<file path="config.mk">
export PLATFORM = sky130hd
export DESIGN_NAME = instr_fetch_unit
export DESIGN_NICKNAME = d
export VERILOG_FILES = /design/src/rtl/instr_fetch_unit.sv
export SDC_FILE = /design/constraint.sdc
export NUM_CORES = 1
export LEC_CHECK = 0
export BUFFER_PORTS_ARGS = -buffer_cell sky130_fd_sc_hd__clkbuf_2
export CAP_MARGIN = 10
export CORE_UTILIZATION = 45
export CTS_CLUSTER_SIZE = 40
export DETAILED_ROUTE_END_ITERATION = 12
export GPL_ROUTABILITY_DRIVEN = 1
export PLACE_DENSITY = 0.65
export SYNTH_ARGS = -nofsm -noshare
export SYNTH_HDL_FRONTEND = slang
export SYNTH_SLANG_ARGS = --single-unit
</file>
<file path="constraint.sdc">
create_clock -name clk -period 6.65 [get_ports clk]
set_input_delay 0.9975 -clock clk [delete_from_list [all_inputs] [get_ports clk]]
set_output_delay 0.9975 -clock clk [all_outputs]
set_load 0.01 [all_outputs]
</file>
<file path="src/rtl/instr_fetch_unit.sv">
// Instruction fetch front end: credit-limited imem requests, a small prefetch queue and pcsel redirects.
// Optional IFU_BYPASS_EN: a response into an empty, non-discarding queue is presented combinationally.
module instr_fetch_unit #(
  parameter logic [31:0] PC_RESET = 32'h0040_0000,
  parameter int          QDEPTH   = 2
) (
  input  logic        clk,
  input  logic        reset_n,
  output logic        imem_req_valid,
  input  logic        imem_req_ready,
  output logic [31:0] imem_addr,
  input  logic        imem_rsp_valid,
  input  logic [31:0] imem_rsp_data,
  output logic [31:0] instr,
  output logic        instr_valid,
  output logic [31:0] instr_pc,
  input  logic        instr_ack,
  input  logic [1:0]  pcsel,
  input  logic [31:0] jr_target
);
  localparam int PW = (QDEPTH > 2) ? 2 : 1;
  localparam int CW = $clog2(QDEPTH + 1);

  logic [31:0]   r_pc;
  logic [31:0]   r_rsp_pc;
  logic [CW-1:0] r_inflight;
  logic [CW-1:0] r_discard;
  logic [CW-1:0] r_count;
  logic [PW-1:0] r_rd;
  logic [PW-1:0] r_wr;
  logic          r_run;
  logic [31:0]   r_q_instr [QDEPTH];
  logic [31:0]   r_q_pc    [QDEPTH];

  logic          w_credit, w_hs, w_drop, w_accept, w_qempty, w_byp;
  logic          w_ret, w_redir, w_qpop, w_push;
  logic [31:0]   w_pc4, w_target;
  logic [CW-1:0] w_infl_next;

  function automatic logic [PW-1:0] f_inc(input logic [PW-1:0] p);
    return (p == PW'(QDEPTH - 1)) ? '0 : p + PW'(1);
  endfunction

  assign w_credit       = ({1'b0, r_inflight} + {1'b0, r_count}) < (CW+1)'(QDEPTH);
  assign imem_req_valid = r_run & w_credit;
  assign imem_addr      = r_pc;
  assign w_hs           = imem_req_valid & imem_req_ready;
  assign w_qempty       = (r_count == '0);
  assign w_drop         = imem_rsp_valid & (r_discard != '0);
  // Non-stale responses always arrive in sequential order from the last redirect target.
  assign w_accept       = imem_rsp_valid & ~w_drop;

`ifdef IFU_BYPASS_EN
  assign w_byp = w_qempty & (r_discard == '0) & imem_rsp_valid;
`else
  assign w_byp = 1'b0;
`endif

  always_comb begin
    instr_valid = ~w_qempty;
    instr       = w_qempty ? 32'h0 : r_q_instr[r_rd];
    instr_pc    = w_qempty ? 32'h0 : r_q_pc[r_rd];
    if (w_byp) begin
      instr_valid = 1'b1;
      instr       = imem_rsp_data;
      instr_pc    = r_rsp_pc;
    end
  end

  assign w_ret   = instr_ack & instr_valid;
  assign w_redir = w_ret & (pcsel != 2'b00);
  assign w_qpop  = w_ret & (pcsel == 2'b00) & ~w_qempty;
  // A bypassed word that retires this cycle never enters the queue.
  assign w_push  = w_accept & ~w_redir & ~(w_byp & w_ret);
  assign w_pc4   = instr_pc + 32'd4;

  always_comb begin
    w_target = jr_target;
    case (pcsel)
      2'b01:   w_target = w_pc4 + {{14{instr[15]}}, instr[15:0], 2'b00};
      2'b10:   w_target = {w_pc4[31:28], instr[25:0], 2'b00};
      default: w_target = jr_target;
    endcase
  end

  assign w_infl_next = r_inflight + CW'(w_hs) - CW'(imem_rsp_valid);

  always_ff @(posedge clk or negedge reset_n) begin
    if (!reset_n) begin
      r_pc       <= PC_RESET;
      r_rsp_pc   <= PC_RESET;
      r_inflight <= '0;
      r_discard  <= '0;
      r_count    <= '0;
      r_rd       <= '0;
      r_wr       <= '0;
      r_run      <= 1'b0;
    end else begin
      r_run      <= 1'b1;
      r_inflight <= w_infl_next;
      if (w_redir) begin
        // Everything still outstanding after this edge is wrong-path.
        r_pc      <= w_target;
        r_rsp_pc  <= w_target;
        r_discard <= w_infl_next;
        r_count   <= '0;
        r_rd      <= '0;
        r_wr      <= '0;
      end else begin
        if (w_hs)     r_pc     <= r_pc + 32'd4;
        if (w_accept) r_rsp_pc <= r_rsp_pc + 32'd4;
        r_discard <= r_discard - CW'(w_drop);
        r_count   <= r_count + CW'(w_push) - CW'(w_qpop);
        if (w_push) r_wr <= f_inc(r_wr);
        if (w_qpop) r_rd <= f_inc(r_rd);
      end
    end
  end

  always_ff @(posedge clk) begin
    if (w_push) begin
      r_q_instr[r_wr] <= imem_rsp_data;
      r_q_pc[r_wr]    <= r_rsp_pc;
    end
  end

  a_no_rsp_when_full: assert property (@(posedge clk) disable iff (!reset_n)
    !(imem_rsp_valid && (r_count == CW'(QDEPTH))));
  a_inflight_bound: assert property (@(posedge clk) disable iff (!reset_n)
    r_inflight <= CW'(QDEPTH));
endmodule

</file>
==> results.toml, run 1 <==
[route]
ant_nets = 0
wirelength_mm = 36.3
drc = 0
post_drt_wl_per_cell_um = 22.1
drt-initial-drc-count = 850
routed_via_density = 6.03
dr.pass1.iters = 5
vias = 9903

[place]
gp_congestion = 0.910
dp.cells = 1601
portBuffers = 168
dp_hpwl_mm = 26.8

[power]
p_per_area_nw_per_um2 = 456
p_leak_nw = 5.53
ir_drop_v = 0.000259

[global_route]
grt_use_total = 0.275
grt_pass1_vias = 9571
grt_pass1_wl_mm = 55.4
grt_start_max_net_pins = 74
grt-ovfl-total = 0
grt_antenna_before_repair = 0

[layout]
area_growth_pct = 15.6
postLayoutCoreUtil = 0.535
drive_above_1_share = 0.187
nets = 1409
stdcell_count = 1643
num_antenna_cells = 0

[critical_path]
worst_setup_path_start_kind = "register"
cp_common_cell = "nand3_1"
critical-path-max-stage-delay_ps = 800
cpMaxStageDelayCell = "dfrtp_4"
crit_required_ps = 7050
cp_data_arrival_time_ps = 6130
path_cells = "mux2i_1 -> nor2_1 -> ha_1 -> nor4b_2 -> nand3_1 -> nor3_1 -> nand3_1 -> nor3_1 -> xor2_1 -> ha_1 -> a21oi_1 -> o21ai_0 -> a2111oi_0 -> nand3_1 -> a41oi_1 -> or4_1 -> nand3_1 -> o21a_1 -> o22a_1"
worst_setup_path_end_kind = "register"
crit_family = "simple AND/OR/NAND/NOR gates"
worstSetupPathType = "reg2reg"
path_max_fanout = 39
cp.buffers_inverters = 0

[timing]
setup_viol = 0
fin_crit_sh = 0.861
finClkSkew_ps = 16.3
rsz0062_at_grt = "false"
setup_tns_ps = 0
fmax_mhz = 175
max-slew-margin-rel = 0.314
layout_min_cycle_time_ps = 5720
final_max_slew_viol_count = 0
hold_viol = 0
tightest_slew_ps = 1020

[hold_path]
hp-class = "reg2reg"

[synth]
seq_area_frac_synth = 0.481
synth-async-reset-ratio = 0.363
netlist_area_um2 = 11800
syn_inst = 1141
synth.distinct_cells = 84
ys_seq_elements = 201
synth_top_flop_cell = "edfxtp_1"
synth_edf_count = 128
syn_area_per_cell_um2 = 10.3
synth_fp_nets = 1254
yosys_warnings = 0

[clock_network]
cts_hold_buf = 0
cts_buffer_depth = 3
cts_made_buffers = 23
cts_resized = 0
cts.sinks = 201
cts-root-buf = "clkbuf_16"
h-tree-depth = 1
clk_latency_ps = 530
cts_tree = "built"
postCtsSetupBuffers = 0
cts.clk_slew.worst_paths_ps = 60

[floorplanning]
start_util = 0.463
placeableCoreArea_um2 = 25500
ios = 169
die_w_um = 164
die-area_um2 = 26900
die_y_um = 164
num_rows = 58

[run_status]
outcome = "complete, no violations"

[run]
maxCapViolCount = 0
-- routing by layer --
layer	track usage	wire length (um)	part of all wire	vias up
met5	0	0	0	-
met4	0.117	1430	0.039	0
met3	0.0394	2600	0.072	69
met2	0.433	16400	0.45	434
met1	0.378	15900	0.44	4815
li1	-	-	-	4585
-- state kept, by name, summed over array words and instances, names as in the netlist --
register,cells
r_q_instr,64
r_q_pc,64
imem_addr,32
r_rsp_pc,32
r_count,2
r_discard,2
r_inflight,2
r_rd,1
r_run,1
r_wr,1
-- layout by cell type (no fill, tap or decap), types with 5 or more instances in the layout --
master	n
o31ai_1	13
a21oi_1	72
o21ai_0	36
nor3_1	19
a221oi_1	6
clkinv_1	5
dfrtp_1	70
inv_1	22
o21bai_1	6
o21a_1	17
a211oi_1	10
nor2_1	146
clkbuf_2	167
nand3b_4	5
o21ai_1	13
a221o_1	8
nand4_1	24
ha_1	40
o22a_1	5
edfxtp_1	128
nand3_1	49
and3_1	16
o211ai_1	10
and2_1	8
clkbuf_16	23
a21o_1	18
xor2_1	38
buf_4	15
a22oi_1	10
mux2i_1	63
nand2_1	76
a31oi_1	18
nand2b_1	6
xnor2_1	37
nor2b_1	8
-- cell type report --
class | count | area (um2)
fillers | 2255 | 11800
multi-input cells | 863 | 5810
flip-flops and latches | 201 | 5680
repair buffers | 182 | 948
clock buffers | 29 | 618
well taps | 330 | 413
inverters | 25 | 93.8
clock inverters | 13 | 75.1
-- synthesized netlist by cell type (all sizes together) (10+ instances only) --
cell type	count	area, um2
xor2	38	333
a31oi	18	113
a22oi	12	109
a211oi	12	115
ha	40	500
nand3	49	245
o211ai	10	75.1
clkbuf	30	113
nand4	26	184
inv	24	90.1
buf	22	131
o31ai	13	97.6
dfrtp	71	1780
xnor2	37	324
a21o	18	135
nor2	149	562
mux2i	63	631
o21a	17	128
a21oi	72	360
o21ai	49	245
and3	17	106
edfxtp	128	3840
nand2	76	285
nor3	22	125
-- path summary, 6_finish.rpt --
path / slack (ps) / endpoint / start / cells after the start
min: 470 / r_q_pc[0][1] / r_rsp_pc[1] / 0
min in group asynchronous: 620 / imem_addr[6] / reset_n / 1
max: 930 / imem_addr[27] / r_rd / 19
max reg2reg: 930 / imem_addr[27] / r_rd / 19
max in group asynchronous: 5280 / r_rd / reset_n / 1
min reg2reg: 470 / r_q_pc[0][1] / r_rsp_pc[1] / 0
-- stage by stage --
step / area (um2) / power [mW] / hold WS [ps] / setup slack, ps
2_1_floorplan: 11800 / 4.02 / 443 / 1180
3_3_place_gp: 12900 / 5.00 / 452 / 1130
3_5_place_dp: 12900 / 5.02 / 460 / 1020
4_1_cts: 13600 / 6.21 / 473 / 1010
5_1_grt: 13600 / 6.60 / 494 / 473
6_report: 13600 / 6.22 / 474 / 927
-- power by group --
| part | total (mW) | internal (mW) | switching [mW] |
|---|---|---|---|
| combinational | 3.01 | 1.12 | 1.89 |
| clock | 1.18 | 0.660 | 0.517 |
| sequential | 2.03 | 1.69 | 0.343 |
-- kinds of logic after synthesis --
family / Yosys count / share of synthesized area
xor gates and xnor gates: 75 / 0.0557
muxes: 66 / 0.0563
and+or+nand+nor: 390 / 0.164
adders and majority gates: 42 / 0.0458
buffers and inverters: 77 / 0.0286
AOI/OAI and AO/OA: 289 / 0.168
other: 1 / 0.000318
DFF: 201 / 0.481
Power figures use the tool's default switching activity.
==> inputs of run 2 (changes only) <==
RECOVER_POWER = 100   (was unset)
==> run 2 against run 1 <==
The flow now finishes with violations (capacitance limit, slew limit). Clock-buffer cell count unchanged. Non-clock buffer count unchanged. Core utilization decreased by 0.68 points. Cell count unchanged. Total power decreased by 1.3%. Routed wire length increased by 0.22%. Critical path depth decreased by 10. Worst setup slack got worse by 200 ps. First-iteration DRC count increased by 2.2%. Sequential power about the same. Combinational power decreased by 3%. Register-to-register slack got worse by 200 ps. Highest routed layer unchanged.
==> results.toml, run 2 (synthesis gave the netlist of run 1 again) <==
[timing]
tightest_slew_ps = 4090
finClkSkew_ps = 18.1
fin_hold_ws_ps = 480
fmax_mhz = 169
setup_viol = 0
fin_crit_sh = 0.891
max-slew-margin-rel = -1.73
setup_tns_ps = 0
final_max_slew_viol_count = 134
rsz0062_at_grt = "false"
layout_min_cycle_time_ps = 5920
setup_slack_ps = 726
hold_viol = 0

[clock_network]
cts_tree = "built"
cts_made_buffers = 23
cts-root-buf = "clkbuf_16"
h-tree-depth = 1
cts.clk_slew.worst_paths_ps = 60
cts_buffer_depth = 3
clk_latency_ps = 530
cts_hold_buf = 0
cts.sinks = 201
postCtsSetupBuffers = 0
cts_resized = 0

[power]
ir_drop_v = 0.000258
swShare = 0.447
internal_power_mw = 3.39
p_leak_nw = 5.17
seq_power_share = 0.330
clkPwrFrac = 0.192
p_per_area_nw_per_um2 = 456
p_comb_frac = 0.478
p_sw_mw = 2.75

[floorplanning]
ios = 169
placeableCoreArea_um2 = 25500
num_rows = 58
die-area_um2 = 26900
die_w_um = 164
start_util = 0.463
die_y_um = 164

[critical_path]
cp_data_arrival_time_ps = 6070
crit_required_ps = 6790
path_max_fanout = 50
worst_setup_path_end_kind = "register"
worst_setup_path_start_kind = "register"
worstSetupPathType = "reg2reg"

[global_route]
grt_pass1_vias = 9571
grt_pass1_wl_mm = 55.4
grt-ovfl-total = 0
grt_antenna_before_repair = 0
grt_use_total = 0.275
grt_start_max_net_pins = 74

[layout]
nets = 1409
postLayoutCoreUtil = 0.528
layout_commonest_cell = "nor2_1"
drive_above_1_share = 0.0952
final_area_um2 = 13500
multi_input_area_um2 = 5790
final_cell_mix = "nor2_1, edfxtp_1, clkbuf_1, nand2_1, a21oi_1"
num_antenna_cells = 0
register_area_um2 = 5680
top_regs = "r_q_instr: 64 flops, r_q_pc: 64 flops"
area_growth_pct = 14.1
fillers = 2330

[run_status]
violations = "capacitance limit, slew limit"
outcome = "finished, violations left"

[route]
routed_via_density = 6.04
dr.pass1.iters = 5
drt-initial-drc-count = 869
post_drt_wl_per_cell_um = 22.1
vias = 9917
ant_nets = 0
wirelength_mm = 36.4
drc = 0

[place]
dp_hpwl_mm = 26.8
dp_slack_ps = 1020
portBuffers = 168
dpl-instance-area_um2 = 12900
gp_congestion = 0.910

[run]
maxCapViolCount = 3

[hold_path]
hp-class = "reg2reg"
[run 2: cell count changes in the layout (fill, tap and decap cells not counted), sizes merged]
| cell | change |
|---|---|
| buf | -4 |
| clkbuf | +4 |
[run 2: metrics by stage]
stage | power (mW) | cells
floorplan | 4.02 | 1141
global placement | 5.00 | 1601
detailed placement | 5.02 | 1601
CTS | 6.21 | 1643
global route | 6.52 | 1643
finish | 6.14 | 1643
[run 2: path summary, 6_finish.rpt]
| kind | from | end | slack (ps) | depth (start not counted) |
|---|---|---|---|---|
| setup / recovery | r_count[1] | r_q_instr[0][24] | 730 | 9 |
| hold / removal | r_rsp_pc[1] | r_q_pc[0][1] | 480 | 0 |
| setup reg to reg | r_count[1] | r_q_instr[0][24] | 730 | 9 |
| hold reg to reg | r_rsp_pc[1] | r_q_pc[0][1] | 480 | 0 |
| max in group asynchronous | reset_n | r_rd | 1900 | 1 |
| min in group asynchronous | reset_n | imem_addr[6] | 1900 | 1 |
[run 2: cell type report]
class	instances	share of cell area
repair buffers	182	0.0592
inverters	25	0.00697
clock inverters	13	0.00558
flip-flops and latches	201	0.422
well taps	330	0.0307
clock buffers	29	0.0459
multi-input cells	863	0.430
[run 2: power by group through the flow]
stage	sequential (mW)	clock [mW]	combinational, mW
2_1_floorplan	1.94	0	2.08
3_3_place_gp	2.03	0	2.97
3_5_place_dp	2.04	0	2.98
4_1_cts	2.02	1.20	2.99
5_1_grt	2.07	1.24	3.22
6_report	2.03	1.18	2.93
[run 2: critical path: stages, from the launching register on]
cell     delay (ps)
dfrtp_1         420
nor2_1          960
buf_4           690
buf_4           340
inv_1           140
nand2_1         130
or2_0          1180
nand2_1         350
nor2_4          570
buf_4           680
[run 2: per-layer routing]
layer	vias up	GRT usage	wire, um
li1	4585	-	-
met1	4830	0.378	15800
met2	431	0.433	16600
met3	71	0.0394	2610
met4	0	0.117	1400
met5	-	0	0
==> inputs of run 3 (changes only) <==
clock period = 5.5 ns   (was 6.65 ns; I/O delays follow)
==> run 3 against run 2 <==
The run ends with capacitance limit left. Sequential share of layout area fell by 0.54 points. Non-clock buffer count grew 17. Sequential power grew 19%. Total power grew 24%. Via count is 0.23% higher. Cell area rose by 1.3%. Worst setup slack got worse by 380 ps. Clock skew decreased by 7.1 ps. Global-route usage rose by 0.59 points. Fmax up 15%. Critical path type unchanged.
==> results.toml, run 3 (synthesis gave the netlist of run 1 again) <==
[critical_path]
path_max_fanout = 27
reg2reg_slack_ps = 350
cp_data_arrival_time_ps = 5560
cp_common_cell = "nor2_1"
critical-path-max-stage-delay_ps = 690
worst_setup_path_end_kind = "register"
crit_required_ps = 5910
path_cells = "nor2_1 -> buf_4 -> buf_4 -> nor2_1 -> clkbuf_1 -> ha_1 -> a211oi_1 -> nor2_1 -> o2111ai_1 -> nand3_1 -> a41oi_1 -> or4_1 -> nand3_1 -> o21a_1 -> o22a_1"
worstSetupPathType = "reg2reg"
worst_setup_path_start_kind = "register"
cpMaxStageDelayCell = "nor2_1"

[route]
vias = 9940
ant_nets = 0
drc = 0
dr.pass1.iters = 5
routed_via_density = 5.99
drt-initial-drc-count = 854
wirelength_mm = 37.2
post_drt_wl_per_cell_um = 22.4

[power]
p_per_area_nw_per_um2 = 559
p_leak_nw = 5.26
ir_drop_v = 0.000277

[clock_network]
h-tree-depth = 1
cts_resized = 0
cts_hold_buf = 0
cts.sinks = 201
clk_latency_ps = 520
postCtsSetupBuffers = 0
cts_buffer_depth = 3
cts_made_buffers = 23
cts.clk_slew.worst_paths_ps = 70
cts-root-buf = "clkbuf_16"
cts_tree = "built"

[timing]
final_max_slew_viol_count = 0
max-slew-margin-rel = 0.000968
rsz0062_at_grt = "false"
setup_viol = 0
setup_tns_ps = 0
fmax_mhz = 194
tightest_slew_ps = 1500
fin_crit_sh = 0.937
layout_min_cycle_time_ps = 5150
finClkSkew_ps = 11.0
hold_viol = 0

[floorplanning]
num_rows = 58
ios = 169
die_w_um = 164
die-area_um2 = 26900
start_util = 0.463
placeableCoreArea_um2 = 25500
die_y_um = 164

[layout]
top_regs = "r_q_instr: 64 flops, r_q_pc: 64 flops"
final_cell_mix = "nor2_1, edfxtp_1, clkbuf_1, nand2_1, a21oi_1"
nets = 1426
layout_commonest_cell = "nor2_1"
area_growth_pct = 15.6
drive_above_1_share = 0.106
num_antenna_cells = 0
fillers = 2339
postLayoutCoreUtil = 0.535

[run]
maxCapViolCount = 1

[place]
portBuffers = 168
dp_hpwl_mm = 27.9
gp_congestion = 0.971

[global_route]
grt_antenna_before_repair = 0
grt-ovfl-total = 0
grt_pass1_wl_mm = 56.4
grt_use_total = 0.281
grt_pass1_vias = 9493
grt_start_max_net_pins = 74

[run_status]
violations = "capacitance limit"
outcome = "finished, violations left"

[hold_path]
hp-class = "in2async"
## run 3: cell types whose count changed in the layout (fill, tap and decap cells not counted), sizes merged
cell	change
clkinvlp	-1
bufinv	+2
clkbuf	+9
inv	+3
clkinv	-3
buf	+6
## run 3: stage by stage
step	instance area (um2)	total power, mW	hold slack [ps]	setup slack (ps)	cells
3_5_place_dp	13100	6.15	457	392	1618
3_3_place_gp	13100	6.13	448	437	1618
5_1_grt	13600	8.09	478	60.7	1659
2_1_floorplan	11800	4.86	443	198	1141
6_report	13600	7.62	445	348	1659
4_1_cts	13800	7.72	471	333	1659
## run 3: worst paths after layout
check | start | endpoint | cells after the start
hold reg to reg | r_rsp_pc[1] | r_q_pc[0][1] | 0
min in group clk | r_rsp_pc[1] | r_q_pc[0][1] | 0
setup / recovery | r_count[1] | imem_addr[27] | 15
setup reg to reg | r_count[1] | imem_addr[27] | 15
hold / removal | reset_n | imem_addr[3] | 1
max in group asynchronous | reset_n | r_rd | 1
## run 3: metal layers
layer	GRT usage	routed length [um]
met5	0	0
met2	0.447	17000
met4	0.106	1370
met3	0.0384	2500
met1	0.388	16300
## run 3: critical path: cells and delay by family (launching register included)
kind / cells / cell delay, ps
adder cells (fa/ha/maj): 1 / 360
AO/OA/AOI/OAI: 5 / 1470
AND/OR/NAND/NOR: 6 / 1620
buffers and inverters: 3 / 1140
flip-flops: 1 / 410
## run 3: cell type report
cell class	count	area, um2	share of cell area
Clock buffer	27	616	0.0452
Clock inverter	14	135	0.00991
Multi-Input combinational cell	863	5800	0.425
Sequential cell	201	5680	0.416
Timing Repair Buffer	199	902	0.0662
Inverter	25	93.8	0.00688
Tap cell	330	413	0.0303
## run 3: power by group
part | switching (mW) | total [mW] | leakage, nW | internal, mW
Combinational | 2.36 | 3.67 | 2.82 | 1.31
Clock | 0.641 | 1.54 | 0.371 | 0.901
Sequential | 0.370 | 2.41 | 2.08 | 2.04
Total | 3.37 | 7.62 | 5.26 | 4.25
